==> config.mk <==
export PLATFORM = sky130hd
export DESIGN_NAME = clint_flat
export DESIGN_NICKNAME = d
export VERILOG_FILES = /design/src/rtl/clint_pkg.sv /design/src/rtl/clint_if.sv /design/src/rtl/clint_prescaler.sv /design/src/rtl/clint.sv /design/src/flat_wrapper.sv
export SDC_FILE = /design/constraint.sdc
export NUM_CORES = 1
export LEC_CHECK = 0
export BUFFER_PORTS_ARGS = -buffer_cell sky130_fd_sc_hd__buf_4
export CORE_UTILIZATION = 50
export DETAILED_ROUTE_END_ITERATION = 7
export GPL_TIMING_DRIVEN = 0
export PLACE_DENSITY = 0.71
export SKIP_CTS_REPAIR_TIMING = 1
export SLEW_MARGIN = 20
export SYNTH_ARGS = -nofsm -noshare
export SYNTH_HDL_FRONTEND = slang
export SYNTH_HIERARCHICAL = 1
export SYNTH_SLANG_ARGS = --single-unit
==> constraint.sdc <==
create_clock -name clk -period 3.7 [get_ports clk]
set_clock_uncertainty 0.2 [all_clocks]
set_input_delay 0.37 -clock clk [delete_from_list [all_inputs] [get_ports clk]]
set_output_delay 0.37 -clock clk [all_outputs]
set_load 0.005 [all_outputs]
==> src/rtl/clint_pkg.sv <==
// clint_pkg: register offsets, FSM states and the byte-merge helper for the CLINT
package clint_pkg;
   localparam logic [15:0] CLINT_MSIP_OFF     = 16'h0000;
   localparam logic [15:0] CLINT_MTIMECMP_OFF = 16'h4000;
   localparam logic [15:0] CLINT_MTIME_OFF    = 16'hBFF8;
   typedef enum logic {CLINT_IDLE, CLINT_RESP} clint_state_t;
   function automatic logic [63:0] clint_merge(input logic [63:0] old, input logic [63:0] wdata, input logic [7:0] wmask);
      logic [63:0] m;
      m = '0;
      for (int i = 0; i < 8; i++) m[i*8 +: 8] = {8{wmask[i]}};
      return (old & ~m) | (wdata & m);
   endfunction
endpackage

==> src/rtl/clint_if.sv <==
// clint_if: single-request valid/ready bus between the data-memory master and the CLINT
interface clint_if;
   logic        req_valid;
   logic        req_ready;
   logic        req_wen;
   logic [15:0] req_addr;
   logic [63:0] req_wdata;
   logic [7:0]  req_wmask;
   logic        rsp_valid;
   logic        rsp_ready;
   logic [63:0] rsp_rdata;
   logic        rsp_err;
   modport master(output req_valid, req_wen, req_addr, req_wdata, req_wmask, rsp_ready,
                  input req_ready, rsp_valid, rsp_rdata, rsp_err);
   modport slave(input req_valid, req_wen, req_addr, req_wdata, req_wmask, rsp_ready,
                 output req_ready, rsp_valid, rsp_rdata, rsp_err);
endinterface

==> src/rtl/clint_prescaler.sv <==
// clint_prescaler: counts 0..TICK_DIV-1 and flags the wrap cycle as a one-cycle tick
module clint_prescaler #(parameter int TICK_DIV = 1) (
   input  logic clk,
   input  logic rst_n,
   output logic tick
);
   localparam int W = TICK_DIV > 1 ? $clog2(TICK_DIV) : 1;
   logic [W-1:0] cnt;
   assign tick = cnt == W'(TICK_DIV - 1);
   // free-running divider, restarts on wrap
   always_ff @(posedge clk)
      if (!rst_n) cnt <= '0;
      else cnt <= tick ? '0 : cnt + 1'b1;
endmodule

==> src/rtl/clint.sv <==
// clint: machine timer, timer compare and software interrupt; msip implemented only with CLINT_MSIP_EN
module clint import clint_pkg::*; #(
   parameter int          TICK_DIV  = 1,
   parameter logic [15:0] BASE_MASK = 16'hFFFF
) (
   input  logic    clk,
   input  logic    rst_n,
   clint_if.slave  bus,
   output logic    clint_mtip,
   output logic    clint_msip
);
   clint_state_t state;
   logic [63:0]  mtime, mtimecmp, rdata;
   logic [12:0]  off;
   logic         tick, acc, hit_msip, hit_cmp, hit_time, msip, unused_ok;
   clint_prescaler #(.TICK_DIV(TICK_DIV)) u_pre (.clk(clk), .rst_n(rst_n), .tick(tick));
   assign unused_ok = ^bus.req_addr[2:0];
   assign off       = bus.req_addr[15:3] & BASE_MASK[15:3];
   assign hit_msip  = off == CLINT_MSIP_OFF[15:3];
   assign hit_cmp   = off == CLINT_MTIMECMP_OFF[15:3];
   assign hit_time  = off == CLINT_MTIME_OFF[15:3];
   assign acc       = state == CLINT_IDLE && bus.req_valid;
   assign rdata     = hit_msip ? {63'd0, msip} : hit_cmp ? mtimecmp : hit_time ? mtime : '0;
   assign clint_msip = msip;
   // timer registers; a write to mtime overrides a same-edge tick
   always_ff @(posedge clk)
      if (!rst_n) begin
         mtime      <= '0;
         mtimecmp   <= '1;
         clint_mtip <= 1'b0;
      end else begin
         mtime      <= acc && bus.req_wen && hit_time ? clint_merge(mtime, bus.req_wdata, bus.req_wmask) : mtime + 64'(tick);
         mtimecmp   <= acc && bus.req_wen && hit_cmp ? clint_merge(mtimecmp, bus.req_wdata, bus.req_wmask) : mtimecmp;
         clint_mtip <= mtime >= mtimecmp;
      end
`ifdef CLINT_MSIP_EN
   // software interrupt bit, visible on clint_msip at the writing edge
   always_ff @(posedge clk)
      if (!rst_n) msip <= 1'b0;
      else if (acc && bus.req_wen && hit_msip && bus.req_wmask[0]) msip <= bus.req_wdata[0];
`else
   assign msip = 1'b0;
`endif
   // request/response handshake; read data is captured at acceptance
   always_ff @(posedge clk)
      if (!rst_n) begin
         state         <= CLINT_IDLE;
         bus.req_ready <= 1'b1;
         bus.rsp_valid <= 1'b0;
         bus.rsp_rdata <= '0;
         bus.rsp_err   <= 1'b0;
      end else if (acc) begin
         state         <= CLINT_RESP;
         bus.req_ready <= 1'b0;
         bus.rsp_valid <= 1'b1;
         bus.rsp_rdata <= bus.req_wen ? '0 : rdata;
         bus.rsp_err   <= !(hit_msip || hit_cmp || hit_time);
      end else if (state == CLINT_RESP && bus.rsp_ready) begin
         state         <= CLINT_IDLE;
         bus.req_ready <= 1'b1;
         bus.rsp_valid <= 1'b0;
      end
endmodule

==> src/flat_wrapper.sv <==
// flat-port wrapper written by rule: the top's interface ports become plain ports
module clint_flat import clint_pkg::*;
#(
   parameter int          TICK_DIV  = 1,
   parameter logic [15:0] BASE_MASK = 16'hFFFF
)
  (clk, rst_n, clint_mtip, clint_msip, bus_req_valid, bus_req_wen, bus_req_addr, bus_req_wdata, bus_req_wmask, bus_rsp_ready, bus_req_ready, bus_rsp_valid, bus_rsp_rdata, bus_rsp_err);
  clint_if bus_i ();
  input  logic clk;
  input  logic rst_n;
  output logic clint_mtip;
  output logic clint_msip;
  input wire logic [$bits(bus_i.req_valid)-1:0] bus_req_valid;
  input wire logic [$bits(bus_i.req_wen)-1:0] bus_req_wen;
  input wire logic [$bits(bus_i.req_addr)-1:0] bus_req_addr;
  input wire logic [$bits(bus_i.req_wdata)-1:0] bus_req_wdata;
  input wire logic [$bits(bus_i.req_wmask)-1:0] bus_req_wmask;
  input wire logic [$bits(bus_i.rsp_ready)-1:0] bus_rsp_ready;
  output wire logic [$bits(bus_i.req_ready)-1:0] bus_req_ready;
  output wire logic [$bits(bus_i.rsp_valid)-1:0] bus_rsp_valid;
  output wire logic [$bits(bus_i.rsp_rdata)-1:0] bus_rsp_rdata;
  output wire logic [$bits(bus_i.rsp_err)-1:0] bus_rsp_err;
  assign bus_i.req_valid = bus_req_valid;
  assign bus_i.req_wen = bus_req_wen;
  assign bus_i.req_addr = bus_req_addr;
  assign bus_i.req_wdata = bus_req_wdata;
  assign bus_i.req_wmask = bus_req_wmask;
  assign bus_i.rsp_ready = bus_rsp_ready;
  assign bus_req_ready = bus_i.req_ready;
  assign bus_rsp_valid = bus_i.rsp_valid;
  assign bus_rsp_rdata = bus_i.rsp_rdata;
  assign bus_rsp_err = bus_i.rsp_err;
  clint #(.TICK_DIV(TICK_DIV), .BASE_MASK(BASE_MASK)) u_core (.clk(clk), .rst_n(rst_n), .bus(bus_i), .clint_mtip(clint_mtip), .clint_msip(clint_msip));
endmodule
Word-level counts from Yosys, hierarchy flattened

Cells that the tools add are included.
W data, S select, Z words.

Flip-flop bits (word level): 197
Bits of input ports: 93
Output and inout port bits: 69
Word-level logic and storage cells: 41

$add $sub $neg: 2
Order comparisons: 1
Equality and inequality tests: 2
Mux-type cells: 9
Bitwise operators: 8
Reduce and logical (&&, ||, !) cells: 11

Operators by type and width:

| kind                   | number |
|---|---|
| $mux W64               | 5 |
| $and A64 B64 Y64       | 3 |
| $or A64 B64 Y64        | 2 |
| $add A64 B1 Y64        | 1 |
| $ge A64 B64 Y1         | 1 |
| $not A64 Y64           | 1 |
| $eq A13 B12 Y1 const B | 1 |
| $eq A13 B13 Y1 const B | 1 |
| $logic_not A13 Y1      | 1 |
| $logic_and A1 B1 Y1    | 5 |
| $mux W1                | 4 |
| $logic_or A1 B1 Y1     | 2 |
| $not A1 Y1             | 2 |
| $reduce_and A2 Y1      | 1 |
| $reduce_bool A2 Y1     | 1 |
| $add A1 B1 Y1 const B  | 1 |
| $logic_not A1 Y1       | 1 |

Longest topological paths before layout

Gate-level depths: netlist of run 1.

Depth after elaboration: 5
Gate-level depth with buffers: 10
Mapped depth without buffers: 9

Modules after synthesis

The synthesis of run 1 kept the hierarchy.

By module, submodules not included:

| module          | times used | cells an instance | area an instance (µm²) | seq. area each (µm²) |
|---|---|---|---|---|
| clint           | 1          | 1453              | 10985.5                | 3923.8 |
| clint_prescaler | 1          | 3                 | 27.5                   | 20.0 |

Least setup slack after synthesis of run 1

No wires, ideal clock.

Path kind: reg-to-reg
From: register (tool-made name)
To: register (tool-made name)
Setup time: 115 ps
Arrival time: 2336 ps
Data required time: 3385 ps
Path slack: 1050 ps
Stages on the path, launching flop included: 9
Buffers on the path: 1
Clock period less this slack: 2650 ps
Path through: dfxtp_1 > ha_1 > and4_4 > or4b_4 > or3_4 > buf_6 > nor3_4 > a21oi_1 > o21a_1

==> qor.yml, run 1 <==
timing:
  rsz0062_at_grt: "false"
  slew_headroom_pct: 22.2
  finalCritPeriodShare_pct: 102
  hold_viol: 1
  setup-violations-final: 18
  fin_crit_ns: 3.77
  hold_slack_ns: -0.00977
  tns_ns: -0.460
  slew_violations: 0
  setup_ws_ns: -0.0688
  worst_pin_slew_ns: 1.16
  max_freq_mhz: 265
worst_setup_path:
  critPathArrivalTime_ns: 3.84
  startpoint_type: "input port"
  r2r_start: "u_core/state"
  reg2reg_slack_ns: 0.06
  cp.required_ns: 3.77
  cp_max_fo: 10
  startpoint: "bus_req_addr[5]"
  endpoint_kind: "flop"
  worstSetupPathType: "in -> reg"
drt:
  ant_nets: 0
  drtPass1Iterations: 6
  drtIter0Drc: 1230
  vias: 11800
  viasPerCell: 6.14
  drc: 0
  wl_per_cell_um: 19.6
  wl_mm: 37.8
global_route:
  grt_pass1_wl_mm: 58.2
  overflow: 0
  grt_max_degree: 17
  grt_use_total_pct: 33.4
  grt_pass1_vias: 10900
  antenna_found_initial: 0
final_layout:
  fin_nets: 1797
  design_area_um2: 13100
  final_common_cell: "nor2_1"
  drive_above_1_share_pct: 13.7
  layout_common_cells: "nor2_1 (245), dfxtp_1 (197), a21oi_1 (192), buf_4 (159), o21ai_0 (100)"
  final_cells: 1925
  syn2layout_area_growth_pct: 19.3
  antennaDiodeCount: 0
place:
  post_dp_cell_area_um2: 12600
  dpl_worst_slack_ns: -0.154
  io_buffers: 157
  dpl.hpwl_mm: 28.1
  dp_cells: 1890
  gp_congestion: 0.933
clock_tree:
  cts_root_buf: "clkbuf_16"
  cts_tree: "yes"
  clock_path_buffers: 2
  cts.sinks: 197
  clk_latency_ns: 0.44
  htree_levels: 4
  cts_made_buffers: 17
  clk_pin_slew_ns: 0.07
pwr:
  power.density_nw_per_um2: 321
  p_int_mw: 3.18
  combPwrFrac_pct: 6.6
  switching_power_mw: 1.05
  p_clk_share_pct: 43.0
  swShare_pct: 24.8
  ir_drop_uv: 272
  leakage_nw: 5.73
  seqPwrFrac_pct: 50.4
yosys:
  yosysSeqAreaShare_pct: 35.8
  syn-num-nets: 1615
  synth_top_area_share_pct: 35.8
  netlist_area_um2: 11000
  async_reset_ff_share_pct: 0
  yosysWarnings: 6
  yosys.area.top_type: "dfxtp_1"
  yosysUniqueCellTypes: 70
  synth_cells: 1456
  synth_area_leaders: "dfxtp_1 (36%), a21oi_1 (8.7%), nor2_1 (8.4%)"
  synth_edf_count: 0
  synth_seq_cells: 197
  synth_area_per_cell_um2: 7.56
  ys.flop_type: "dfxtp_1"
worst_hold_path:
  worstHoldStart: "bus_req_wdata[5]"
  hp-class: "in -> reg"
die:
  core_area_um2: 21300
  row_count: 53
  die_w_um: 150
  die-area_um2: 22600
  num_io_pins: 162
  start_util_pct: 51.7
  die_y_um: 150
status:
  status: "finished with violations"
  violations: "hold timing, setup timing"
job:
  maxCapViolations: 0
critical path, stage by stage:
cell	delay, ns
buf_4	0.11
nor4_1	0.89
and4_1	0.32
and2_1	0.12
clkbuf_1	0.44
clkbuf_1	0.81
nand2_1	0.40
nor2_1	0.21
o21ai_0	0.14
power by group through the flow:
stage | clock network (mW) | registers [mW] | logic [mW]
floorplan | 0 | 2.18 | 0.0990
global placement | 0 | 2.18 | 0.266
detailed placement | 0 | 2.18 | 0.269
CTS | 1.82 | 2.13 | 0.270
global route | 1.91 | 2.13 | 0.292
finish | 1.81 | 2.13 | 0.280
worst paths after layout:
kind / endpoint / depth (start not counted)
worst min-delay path: flop / 3
worst max-delay path: flop / 9
worst max register to register: flop / 9
worst min register to register: u_core/bus.rsp_rdata[54] / 2
through the flow:
| step | total power, mW | util, % | hold WS (ns) |
|---|---|---|---|
| 3_3_place_gp | 2.45 | 58.9 | 0.266 |
| 2_1_floorplan | 2.28 | - | 0.248 |
| 3_5_place_dp | 2.45 | 59.0 | 0.275 |
| 5_1_grt | 4.34 | 61.7 | 0.00740 |
| 6_report | 4.22 | 61.7 | -0.00977 |
| 4_1_cts | 4.22 | 61.6 | -0.0469 |
per-layer routing:
| metal | global-route usage, % | share of wire (%) | wire (um) |
|---|---|---|---|
| met1 | 45.2 | 43 | 16300 |
| met2 | 52.2 | 45 | 16900 |
| met3 | 6.61 | 9.3 | 3530 |
| met4 | 12.4 | 2.9 | 1080 |
| met5 | 0 | 0 | 0 |
layout make-up:
class	count	area, um2
fill	2009	8140
multi-input combinational	1090	6410
sequential	197	3940
timing repair buffer	163	1240
clock buffer	21	450
buffer	93	372
tap	275	344
inverter	76	285
clock inverter	10	97.6
cells by family after synthesis:
group,share of synthesized area (%)
compound gates,24.5
xor+xnor,0.636
fa+ha+maj,7.50
buf+inv,5.96
flops,35.8
mux,1.84
other cells,0.0682
simple gates,23.7
cell usage after synthesis (all sizes together) (10+ instances only):
master and instances:
a22oi 70, and3 16, o211ai 11, and4 14, nand2 99, a31oi 20
inv 75, o21ai 100, dfxtp 197, mux2 10, ha 66, nand3 43
buf 17, a21oi 192, clkbuf 76, or3 14, nor2 245, nor4 23
nor3 19, nand4 32
Power figures use the tool's default switching activity.
==> inputs of run 2 (changes only) <==
--- a/config.mk
+++ b/config.mk
@@ -10,7 +10,6 @@
 export DETAILED_ROUTE_END_ITERATION = 7
 export GPL_TIMING_DRIVEN = 0
 export PLACE_DENSITY = 0.71
-export SKIP_CTS_REPAIR_TIMING = 1
 export SLEW_MARGIN = 20
 export SYNTH_ARGS = -nofsm -noshare
 export SYNTH_HDL_FRONTEND = slang
==> run 2 against run 1 <==
Net effect: the flow now finishes without violations; sequential power about the same; wire length decreased by 0.48%; clock power about the same; clock-buffer cell count unchanged; register-to-register slack improved by 0.06 ns; via count about the same; sequential cell count unchanged; combinational power about the same; non-clock buffer count increased by 3; cell area increased by 0.23%; total power about the same; largest cell class unchanged; largest power group unchanged; highest routed layer unchanged.
==> qor.yml, run 2 (same netlist as run 1, synthesis figures left out) <==
global_route:
  grt_pass1_wl_mm: 58.2  # about the same
  antenna_found_initial: 0  # unchanged
  overflow: 0  # unchanged
  grt_max_degree: 17  # unchanged
  grt_pass1_vias: 10900  # +0.14%
  grt_use_total_pct: 33.4  # about the same
die:
  die-area_um2: 22600  # unchanged
  num_io_pins: 162  # unchanged
  die_y_um: 150  # unchanged
  die_w_um: 150  # unchanged
  core_area_um2: 21300  # unchanged
  row_count: 53  # unchanged
  start_util_pct: 51.7  # unchanged
drt:
  wl_per_cell_um: 19.5  # -0.63%
  viasPerCell: 6.12  # -0.22%
  vias: 11800  # -0.068%
  drtPass1Iterations: 6  # unchanged
  wl_mm: 37.6  # -0.48%
  drtIter0Drc: 1151  # -6.4%
  ant_nets: 0  # unchanged
  drc: 0  # unchanged
final_layout:
  fin_nets: 1800  # +0.17%
  design_area_um2: 13200  # +0.23%
  drive_above_1_share_pct: 13.7  # -0.025 points
  layout_common_cells: "nor2_1 (245), dfxtp_1 (197), a21oi_1 (192), buf_4 (159), o21ai_0 (100)"
  n_fill_cell: 2004  # -0.25%
  final_common_cell: "nor2_1"
  syn2layout_area_growth_pct: 19.6
  antennaDiodeCount: 0  # unchanged
pwr:
  power.density_nw_per_um2: 321  # -0.24%
  leakage_nw: 5.75  # +0.22%
  ir_drop_uv: 269  # -1.2%
clock_tree:
  postCtsResizedCells: 0
  cts_made_buffers: 17  # unchanged
  cts.sinks: 197  # unchanged
  cts_tree: "yes"
  clock_path_buffers: 2  # unchanged
  clk_latency_ns: 0.44  # about the same
  htree_levels: 4  # unchanged
  cts_root_buf: "clkbuf_16"
  clk_pin_slew_ns: 0.08  # about the same
status:
  status: "finished clean"
timing:
  hold_slack_ns: 0.0160  # +0.0258 ns
  setup_ws_ns: 0.0572  # +0.126 ns
  slew_headroom_pct: 25.1  # +2.9 points
  hold_viol: 0  # -1
  slew_violations: 0  # unchanged
  rsz0062_at_grt: "false"
  max_freq_mhz: 275  # +3.5%
  tns_ns: 0  # +0.460 ns
  worst_pin_slew_ns: 1.11  # -0.0427 ns
  finalCritPeriodShare_pct: 98.5  # -3.4 points
  setup-violations-final: 0  # -18
  fin_crit_ns: 3.64  # -0.126 ns
place:
  post_dp_cell_area_um2: 12600  # unchanged
  dpl_worst_slack_ns: -0.154  # unchanged
  dpl.hpwl_mm: 28.1  # unchanged
  gp_congestion: 0.933  # unchanged
  io_buffers: 157  # unchanged
worst_setup_path:
  cp.required_ns: 3.77  # about the same
  endpoint_kind: "flop"
  critPathArrivalTime_ns: 3.71  # -0.13 ns
  r2r_cells: 9  # unchanged
  cp_max_fo: 10  # unchanged
  startpoint_type: "input port"
  worstSetupPathType: "in -> reg"
job:
  maxCapViolations: 0  # unchanged
worst_hold_path:
  hp-class: "in -> reg"
  worstHoldPathCells: 3  # unchanged
==> run 2: path summary, 6_finish.rpt <==
path / from / end / slack [ns]
setup / recovery: bus_req_addr[5] / flop / 0.06
hold / removal: bus_req_wdata[11] / flop / 0.02
setup reg to reg: u_core/state / flop / 0.12
hold reg to reg: u_core/bus.rsp_rdata[54] / u_core/bus.rsp_rdata[54] / 0.29
==> run 2: repair_timing <==
action | CTS | global route
endpoints found under the hold margin | 8 | 0
setup buffers | 0 | 0
endpoints found under the setup margin | 0 | 0
hold buffers | 7 | 0
==> run 2: power by group <==
group	switching (mW)	internal, mW	total, mW	leakage (nW)
registers	0.00640	2.12	2.13	1.59
logic	0.176	0.106	0.282	3.90
clock network	0.862	0.950	1.81	0.260
total	1.04	3.18	4.22	5.75
==> run 2: metrics by stage <==
step / instances / power [mW] / util (%)
after floorplan: 1456 / 2.28 / -
after global placement: 1888 / 2.45 / 58.9
after detailed placement: 1890 / 2.45 / 59.0
after CTS: 1928 / 4.23 / 61.9
after global routing: 1928 / 4.34 / 61.9
final: 1928 / 4.22 / 61.9
==> run 2: worst max-delay path: stages <==
cell      delay, ns
buf_4          0.11
nor4_1         0.82
and4_1         0.32
and2_1         0.12
clkbuf_1       0.43
clkbuf_1       0.80
nand2_1        0.40
nor2_1         0.21
o21ai_0        0.13
==> run 2: final cells by class <==
cell class / count / area (um2) / share of cell area [%]
Multi-Input combinational cell: 1090 / 6410 / 48.7
Sequential cell: 197 / 3940 / 29.9
Timing Repair Buffer: 166 / 1270 / 9.62
Clock buffer: 21 / 450 / 3.42
Buffer: 93 / 372 / 2.82
Tap cell: 275 / 344 / 2.61
Inverter: 76 / 285 / 2.17
Clock inverter: 10 / 97.6 / 0.741
==> run 2: metal layers <==
metal	up-vias	global-route usage [%]	wire length, um
li1	5585	-	-
met1	5565	45.1	16000
met2	571	52.4	16600
met3	87	6.61	3750
met4	0	12.4	1200
met5	-	0	0
